===== config.mk =====
export PLATFORM = sky130hd
export DESIGN_NAME = fetch_decode_queue_flat
export DESIGN_NICKNAME = d
export VERILOG_FILES = /design/src/rtl/fdq_pkg.sv /design/src/rtl/fetch_decode_queue_if.sv /design/src/rtl/fdq_ring.sv /design/src/rtl/fetch_decode_queue.sv /design/src/flat_wrapper.sv
export SDC_FILE = /design/constraint.sdc
export NUM_CORES = 1
export LEC_CHECK = 0
export CORE_MARGIN = 2
export CORE_UTILIZATION = 50
export DETAILED_ROUTE_END_ITERATION = 12
export PLACE_DENSITY = 0.75
export SETUP_SLACK_MARGIN = 0.1
export SYNTH_ARGS = -nofsm -noshare
export SYNTH_HDL_FRONTEND = slang
export SYNTH_HIERARCHICAL = 1
export SYNTH_SLANG_ARGS = --single-unit

===== constraint.sdc =====
create_clock -name i_Clk -period 3.65 [get_ports i_Clk]
set_input_delay 0.73 -clock i_Clk [delete_from_list [all_inputs] [get_ports i_Clk]]
set_output_delay 0.73 -clock i_Clk [all_outputs]
set_load 0.03 [all_outputs]

===== src/rtl/fdq_pkg.sv =====
// Shared types for the fetch/decode instruction queue: entry layout and the bubble.
// No logic; a bubble is an ADDI x0,x0,0 with zero PCs and is never marked valid.
// No backpressure.
package fdq_pkg;

    localparam logic [31:0] NOP_INSTR = 32'h00000013;

    typedef struct packed {
        logic [31:0] instr;
        logic [31:0] pc;
        logic [31:0] pc_plus4;
    } fdq_entry_t;

    localparam fdq_entry_t FDQ_BUBBLE = '{instr: NOP_INSTR, pc: 32'h0, pc_plus4: 32'h0};

endpackage


===== src/rtl/fetch_decode_queue_if.sv =====
// Fetch-side push bus and decode-stage register outputs of the instruction queue.
// Pure wiring, zero latency.
// Fetch is held off through o_ReadyF; decode holds through i_StallD.
interface fetch_decode_queue_if #(
    parameter int DEPTH = 4
);
    logic                         i_ValidF;
    logic [31:0]                  i_InstrF;
    logic [31:0]                  i_PCF;
    logic [31:0]                  i_PCPlus4F;
    logic                         o_ReadyF;
    logic                         i_StallD;
    logic                         i_FlushD;
    logic [31:0]                  o_InstrD;
    logic [31:0]                  o_PCD;
    logic [31:0]                  o_PCPlus4D;
    logic                         o_ValidD;
    logic [$clog2(DEPTH+1)-1:0]   o_Count;

    modport master (
        output i_ValidF, i_InstrF, i_PCF, i_PCPlus4F, i_StallD, i_FlushD,
        input  o_ReadyF, o_InstrD, o_PCD, o_PCPlus4D, o_ValidD, o_Count
    );

    modport slave (
        input  i_ValidF, i_InstrF, i_PCF, i_PCPlus4F, i_StallD, i_FlushD,
        output o_ReadyF, o_InstrD, o_PCD, o_PCPlus4D, o_ValidD, o_Count
    );

endinterface


===== src/rtl/fdq_ring.sv =====
// Generic ring FIFO of fdq entries with push/pop/clear, wrapping pointers and a count.
// Head entry is visible combinationally; a push becomes head one edge later.
// rdy is low only when full and depends on registered state alone.
module fdq_ring
    import fdq_pkg::*;
#(
    parameter int DEPTH = 4,
    parameter int CW    = $clog2(DEPTH + 1)
) (
    input  logic            clk,
    input  logic            rst,
    input  logic            clear,
    input  logic            push,
    input  fdq_entry_t      push_dat,
    input  logic            pop,
    output fdq_entry_t      head_dat,
    output logic [CW-1:0]   count,
    output logic            rdy
);
    localparam int PW = $clog2(DEPTH);

    fdq_entry_t        mem [DEPTH];
    logic [PW-1:0]     rptr;
    logic [PW-1:0]     wptr;

    assign head_dat = mem[rptr];
    assign rdy      = (count != CW'(DEPTH));

    // Storage needs no reset: count gates every read of stale data.
    always_ff @(posedge clk) begin
        if (push && !clear) begin
            mem[wptr] <= push_dat;
        end
    end

    always_ff @(posedge clk or posedge rst) begin
        if (rst) begin
            rptr  <= '0;
            wptr  <= '0;
            count <= '0;
        end else if (clear) begin
            rptr  <= '0;
            wptr  <= '0;
            count <= '0;
        end else begin
            if (push) begin
                wptr <= wptr + PW'(1);
            end
            if (pop) begin
                rptr <= rptr + PW'(1);
            end
            case ({push, pop})
                2'b10:   count <= count + CW'(1);
                2'b01:   count <= count - CW'(1);
                default: count <= count;
            endcase
        end
    end

endmodule


===== src/rtl/fetch_decode_queue.sv =====
// Fetch-to-decode instruction queue driving the D register; FDQ_BYPASS_EN adds empty-queue bypass.
// Latency 1 cycle with bypass on an empty queue, otherwise 2 (ring write, then head to D).
// Fetch stalls only when the ring is full; flush empties it and loads a bubble.
module fetch_decode_queue
    import fdq_pkg::*;
#(
    parameter int DEPTH = 4
) (
    input  logic                  i_Clk,
    input  logic                  i_Reset,
    fetch_decode_queue_if.slave   q
);
    localparam int CW = $clog2(DEPTH + 1);

    fdq_entry_t       fetch_entry;
    fdq_entry_t       head_entry;
    fdq_entry_t       d_reg;
    logic             d_vld;
    logic [CW-1:0]    count;
    logic             ring_rdy;
    logic             push;
    logic             pop;
    logic             bypass;

    assign fetch_entry = '{instr: q.i_InstrF, pc: q.i_PCF, pc_plus4: q.i_PCPlus4F};

    assign pop = !q.i_FlushD && !q.i_StallD && (count != '0);

`ifdef FDQ_BYPASS_EN
    // Only taken when nothing is buffered, so it can never overtake an older entry.
    assign bypass = !q.i_FlushD && !q.i_StallD && (count == '0) && q.i_ValidF;
`else
    assign bypass = 1'b0;
`endif

    assign push = q.i_ValidF && ring_rdy && !q.i_FlushD && !bypass;

    fdq_ring #(
        .DEPTH (DEPTH),
        .CW    (CW)
    ) u_ring (
        .clk      (i_Clk),
        .rst      (i_Reset),
        .clear    (q.i_FlushD),
        .push     (push),
        .push_dat (fetch_entry),
        .pop      (pop),
        .head_dat (head_entry),
        .count    (count),
        .rdy      (ring_rdy)
    );

    always_ff @(posedge i_Clk or posedge i_Reset) begin
        if (i_Reset) begin
            d_reg <= FDQ_BUBBLE;
            d_vld <= 1'b0;
        end else if (q.i_FlushD) begin
            d_reg <= FDQ_BUBBLE;
            d_vld <= 1'b0;
        end else if (!q.i_StallD) begin
            if (pop) begin
                d_reg <= head_entry;
                d_vld <= 1'b1;
            end else if (bypass) begin
                d_reg <= fetch_entry;
                d_vld <= 1'b1;
            end else begin
                d_reg <= FDQ_BUBBLE;
                d_vld <= 1'b0;
            end
        end
    end

    assign q.o_ReadyF   = ring_rdy;
    assign q.o_InstrD   = d_reg.instr;
    assign q.o_PCD      = d_reg.pc;
    assign q.o_PCPlus4D = d_reg.pc_plus4;
    assign q.o_ValidD   = d_vld;
    assign q.o_Count    = count;

endmodule


===== src/flat_wrapper.sv =====
// flat-port wrapper written by rule: the top's interface ports become plain ports
module fetch_decode_queue_flat import fdq_pkg::*;
#(
    parameter int DEPTH = 4
)
  (i_Clk, i_Reset, q_i_ValidF, q_i_InstrF, q_i_PCF, q_i_PCPlus4F, q_i_StallD, q_i_FlushD, q_o_ReadyF, q_o_InstrD, q_o_PCD, q_o_PCPlus4D, q_o_ValidD, q_o_Count);
  fetch_decode_queue_if #(.DEPTH(DEPTH)) q_i ();
  input  logic i_Clk;
  input  logic i_Reset;
  input wire logic [$bits(q_i.i_ValidF)-1:0] q_i_ValidF;
  input wire logic [$bits(q_i.i_InstrF)-1:0] q_i_InstrF;
  input wire logic [$bits(q_i.i_PCF)-1:0] q_i_PCF;
  input wire logic [$bits(q_i.i_PCPlus4F)-1:0] q_i_PCPlus4F;
  input wire logic [$bits(q_i.i_StallD)-1:0] q_i_StallD;
  input wire logic [$bits(q_i.i_FlushD)-1:0] q_i_FlushD;
  output wire logic [$bits(q_i.o_ReadyF)-1:0] q_o_ReadyF;
  output wire logic [$bits(q_i.o_InstrD)-1:0] q_o_InstrD;
  output wire logic [$bits(q_i.o_PCD)-1:0] q_o_PCD;
  output wire logic [$bits(q_i.o_PCPlus4D)-1:0] q_o_PCPlus4D;
  output wire logic [$bits(q_i.o_ValidD)-1:0] q_o_ValidD;
  output wire logic [$bits(q_i.o_Count)-1:0] q_o_Count;
  assign q_i.i_ValidF = q_i_ValidF;
  assign q_i.i_InstrF = q_i_InstrF;
  assign q_i.i_PCF = q_i_PCF;
  assign q_i.i_PCPlus4F = q_i_PCPlus4F;
  assign q_i.i_StallD = q_i_StallD;
  assign q_i.i_FlushD = q_i_FlushD;
  assign q_o_ReadyF = q_i.o_ReadyF;
  assign q_o_InstrD = q_i.o_InstrD;
  assign q_o_PCD = q_i.o_PCD;
  assign q_o_PCPlus4D = q_i.o_PCPlus4D;
  assign q_o_ValidD = q_i.o_ValidD;
  assign q_o_Count = q_i.o_Count;
  fetch_decode_queue #(.DEPTH(DEPTH)) u_core (.i_Clk(i_Clk), .i_Reset(i_Reset), .q(q_i));
endmodule

-- Yosys cells after proc, flatten, opt, wreduce, memory -nomap -nowiden
Memory sizes are Yosys's and may differ from the RTL's.
Index checks and enable logic that the tools add are counted.
- $add $sub $neg: 4
- $mul: 0
- div/mod/pow operators: 0
- magnitude comparators: 0
- equality and inequality tests: 4
- shift-type cells: 0
- muxes and demuxes: 14
- bitwise logic cells: 0
- reductions and logical operators: 11
- operators by type and width (operator ; number):
    2-to-1 mux 96 bit ; 3
    2-to-1 mux 2 bit ; 4
    case mux 3 bit (2 select lines) ; 1
    nonzero test 3 bit ; 2
    logical AND 1 bit ; 5
    2-to-1 mux 1 bit ; 5
    adder 2 x 1 -> 2 bit, second input constant ; 2
    nonzero test 2 bit ; 2
    adder 3 x 1 -> 3 bit, second input constant ; 1
    2-to-1 mux 3 bit ; 1
    inequality test 3 bit, second input constant ; 1
    subtractor 3 x 1 -> 3 bit, second input constant ; 1
    == test 2 x 1 -> 1 bit, second input constant ; 1
    == test 2 bit, second input constant ; 1
    logical NOT 1 bit ; 2
    inequality test 2 x 1 -> 1 bit, second input constant ; 1
- register bits after elaboration: 104
- latch bits: 0
- bits in writable memories: 384
- memory bits (read-only): 0
- input bits: 101
- output and inout bits: 101
- word-level logic and storage cells: 41
- memories kept: 1
- memory list (memory ; words ; bits a word ; rd ports ; clocked after memory_dff ; wr ports ; RTL line ; source):
    u_core.u_ring.mem ; 4 ; 96 ; 1 ; 0 ; 1 ; fdq_ring.sv:22 ; fdq_entry_t mem [DEPTH];

-- Longest topological paths before layout
- depth in word-level cells: 6
- gate-level depth with buffers: 10
- mapped depth without buffers: 9

-- By module
The synthesis kept the hierarchy.
- by module, submodules not included (module ; instances ; cells an instance ; area each (µm²) ; seq. area each (µm²)):
    fdq_ring ; 1 ; 546 ; 14268.7 ; 11706.2
    fetch_decode_queue ; 1 ; 235 ; 3623.5 ; 2431.1

-- Least setup slack after synthesis
OpenSTA, ideal clock, no wires.
- path kind: reg2reg
- start: register u_core.u_ring.count[1]
- end: memory u_core/u_ring/mem[0][0] in the netlist's numbering (enable)
- library setup time: 466 ps
- arrival: 3692 ps
- required time: 3184 ps
- setup slack: -507 ps
- stages on the path, launching flop included: 8
- buffers on the path: 1
- clock period less this slack: 4157 ps
- cell sequence: dfrtp_1 nor2_1 nand2_1 nand2_1 nor2_1 buf_2 nor2b_1 and2_1
- word-level cells in the longest chain between the ends: 6
- RTL lines (item ; RTL line ; source):
    start, declared ; fdq_ring.sv:17 ; output logic [CW-1:0] count,
    start signal, assigned ; fdq_ring.sv:53 ; 2'b10: count <= count + CW'(1);
    start signal, assigned ; fdq_ring.sv:54 ; 2'b01: count <= count - CW'(1);
    start signal, assigned ; fdq_ring.sv:55 ; default: count <= count;
    inequality test 3 bit ; fdq_ring.sv:27 ; assign rdy = (count != CW'(DEPTH));
    via q_o_ReadyF ; flat_wrapper.sv:16 ; output wire logic [$bits(q_i.o_ReadyF)-1:0] q_o_ReadyF;
    logical AND 1 bit (2 in a row) ; fetch_decode_queue.sv:36 ; assign push = q.i_ValidF && ring_rdy && !q.i_FlushD && !bypass;
    via u_core.push ; fetch_decode_queue.sv:21 ; logic push;
    logical AND 1 bit ; fdq_ring.sv:31 ; if (push && !clear) begin
    2-to-1 mux 1 bit ; fdq_ring.sv:31 ;
    2-to-1 mux 1 bit (not written as such) ; fdq_ring.sv:32 ; mem[wptr] <= push_dat;
    end, declared ; fdq_ring.sv:22 ;
The timed path passes the listed nets, and every way through them passes these cells.

-- Final worst setup path
- start: register u_core.u_ring.count[0]
- end: output q_o_ReadyF
- word-level cells in the longest chain between the ends: 1
- RTL lines (item ; RTL line):
    inequality test 3 bit ; fdq_ring.sv:27
    end, declared ; flat_wrapper.sv:16
No other way between the ends.

==> flow_summary.json <==
{
  "slew_headroom_pct": 44.48,
  "seq_area_frac_synth_pct": 79.01,
  "finalMaxSlewViolations": 0,
  "first_iter_violations": 719,
  "track_usage_pct": 19.86,
  "ioPinCount": 202,
  "clkLatencyLatePin_ns": 0.55,
  "yosysTopAreaCellShare_pct": 64.45,
  "vias_per_cell": 5.889,
  "gp_congestion": 0.7274,
  "wl_per_cell_um": 24.33,
  "syn_area_mm2": 0.01789,
  "status": "completed",
  "grt_max_degree": 95,
  "ys_warn_count": 6,
  "cts_buffers": 47,
  "rsz0062_at_grt": "false",
  "powerDensity_mw_per_mm2": 559.5,
  "mappedNetlistNets": 887,
  "ys.flop_type": "edfxtp_1",
  "die_h_um": 193.2,
  "fmax_mhz": 376.7,
  "drive_gt1_share_pct": 19.21,
  "ir_drop_mv": 0.4770,
  "cts_resized": 0,
  "start_util_pct": 50.55,
  "hold_violations": 0,
  "ant_nets": 0,
  "worstMarginPinSlew_ns": 0.8328,
  "r2r_slack_ns": 1.20,
  "required_ns": 2.92,
  "crit_path_max_fanout": 6,
  "die-area_mm2": 0.03731,
  "dr.pass1.iters": 5,
  "avgSynthCellArea_um2": 22.91,
  "grt_pass1_vias": 9095,
  "fillers": 2445,
  "place_ws_ns": 0.7192,
  "power.total_w": 0.01236,
  "clock-sinks": 488,
  "fin_ws_ns": 0.9956,
  "hold_path_class": "flip-flop to flip-flop",
  "final_nets": 1103,
  "drv_cap": 0,
  "antenna_found_initial": 3,
  "final_cells": 1498,
  "via_count": 8822,
  "fin_setup_tns_ns": 0,
  "grt_pass1_wl_um": 54670,
  "clock_path_buffers": 3,
  "crit_type": "flip-flop to primary output",
  "startpoint_type": "flip-flop",
  "post-route-period-util_pct": 72.72,
  "whs_endpoint": "u_core/q.o_PCD[13]",
  "synthCells": 781,
  "fin_util_pct": 62.41,
  "die_x_um": 193.2,
  "clock_skew_ns": 0.01544,
  "path_clk_slew_ns": 0.06,
  "clk_root_buffer_cell": "clkbuf_16",
  "ys_seq_elements": 488,
  "r2r_start": "u_core/u_ring/count[0]",
  "port_buffers": 201,
  "leakage_nw": 7.356,
  "coreArea_mm2": 0.03540,
  "r2r_cells": 8,
  "whs_path_depth": 1,
  "end_kind": "primary output",
  "netlist_top_cells_area": "edfxtp_1, dfrtp_1, mux4_2, a32o_1, buf_6",
  "async_reset_ff_share_pct": 21.31,
  "cts_hold_buf": 0,
  "post-cts-setup-buffer-count": 0,
  "worstPathArrival_ns": 1.92,
  "grt_overflow": 0,
  "setup_viol": 0,
  "synth_cell_types": 30,
  "htreeDepth": 2,
  "drt_wl_total_um": 36450,
  "synth_edf_count": 384,
  "dp_hpwl_um": 21800,
  "dp.cells": 1409,
  "cts_tree": "yes",
  "area_growth_pct": 23.47,
  "rows": 69,
  "finalCriticalPeriod_ns": 2.654,
  "route.detailed.drc": 0,
  "r2r-end": "u_core/u_ring/mem[1][30]",
  "yosys.area.top_type": "edfxtp_1",
  "hp-start": "u_core/q.o_PCD[13]"
}
==> cells in the final DEF (no fill, tap or decap), types with 4 or more instances in the layout <==
cell type	count
edfxtp_1	384
clkdlybuf4s50_1	201
dfrtp_1	99
mux4_2	96
a32o_1	93
clkbuf_16	48
buf_12	14
clkinv_1	13
nor2_1	9
clkinv_2	8
clkbuf_1	7
buf_4	7
bufinv_16	6
and2_4	4
ha_1	4
==> worst max path at each step <==
stage / from / endpoint / cells after the start
after floorplan: i_Reset / u_core/q.o_InstrD[10] / 1
after detailed placement: q_i_ValidF / u_core/u_ring/mem[0][51] / 7
final: u_core/u_ring/count[0] / q_o_ReadyF / 3
after global routing: u_core/u_ring/count[0] / q_o_ReadyF / 3
after global placement: q_i_ValidF / u_core/u_ring/mem[1][51] / 7
after CTS: u_core/u_ring/count[0] / q_o_ReadyF / 3
==> cells in the mapped netlist (all sizes together), types with 2 or more instances <==
library cell and n:
nand2 3, buf 38, edfxtp 384, mux4 96
nor2b 3, ha 4, xnor2 3, mux2i 2
inv 4, dfstp 3, xor2 2, nor3b 2
a32o 93, dfrtp 101, and2 4, clkbuf 17
nor3 2, o32a 3, nor2 10
==> critical path, stage by stage, from the launching register on <==
cell             delay, ns
dfrtp_1               0.48
nor2_1                0.07
nand2_1               0.14
clkdlybuf4s50_1       0.69
==> stage by stage <==
step	instance area [um2]	hold slack (ns)
floorplan	17900	0.5334
global placement	20530	0.4713
detailed placement	20530	0.4802
CTS	22090	0.4939
global route	22090	0.5108
finish	22090	0.4885
==> metal layers <==
metal,wire length [um],up-vias,track usage [%]
met2,18200,334,33.05
met5,30,-,0
li1,-,3765,-
met3,2537,56,3.783
met4,748,4,5.041
met1,14930,4663,27.43
==> power by group <==
group	internal [W]	total [W]	switching [W]
logic	0.000557	0.00127	0.000710
clock network	0.00286	0.00482	0.00196
registers	0.00617	0.00628	0.000104
total	0.00958	0.0124	0.00278
==> registers in the layout, indices dropped and copies added, names as in the netlist <==
register             count
u_core/u_ring/wptr       2
u_core/q.o_ValidD        1
u_core/q.o_PCPlus4D     32
u_core/q.o_PCD          32
u_core/q.o_InstrD       32
u_core/u_ring/count      3
u_core/u_ring/mem      384
u_core/u_ring/rptr       2
==> logic make-up after synthesis <==
group / count (synthesis) / synth area share [%]
compound gates: 98 / 5.448
xor+xnor: 5 / 0.2448
fa+ha+maj: 5 / 0.3916
buf+inv: 59 / 1.895
flops: 488 / 79.01
mux: 98 / 12.20
simple gates: 28 / 0.8112
==> layout make-up <==
cell class / instances / area (um2) / share of cell area (%)
flip-flops and latches: 488 / 14140 / 64.03
multi-input cells: 234 / 3446 / 15.60
repair buffers: 222 / 2345 / 10.61
clock buffers: 56 / 1241 / 5.618
well taps: 461 / 576.8 / 2.611
clock inverters: 32 / 317.8 / 1.439
inverters: 4 / 17.52 / 0.07929
diodes: 1 / 2.502 / 0.01133
No activity file was read; power rests on OpenSTA's default activity.
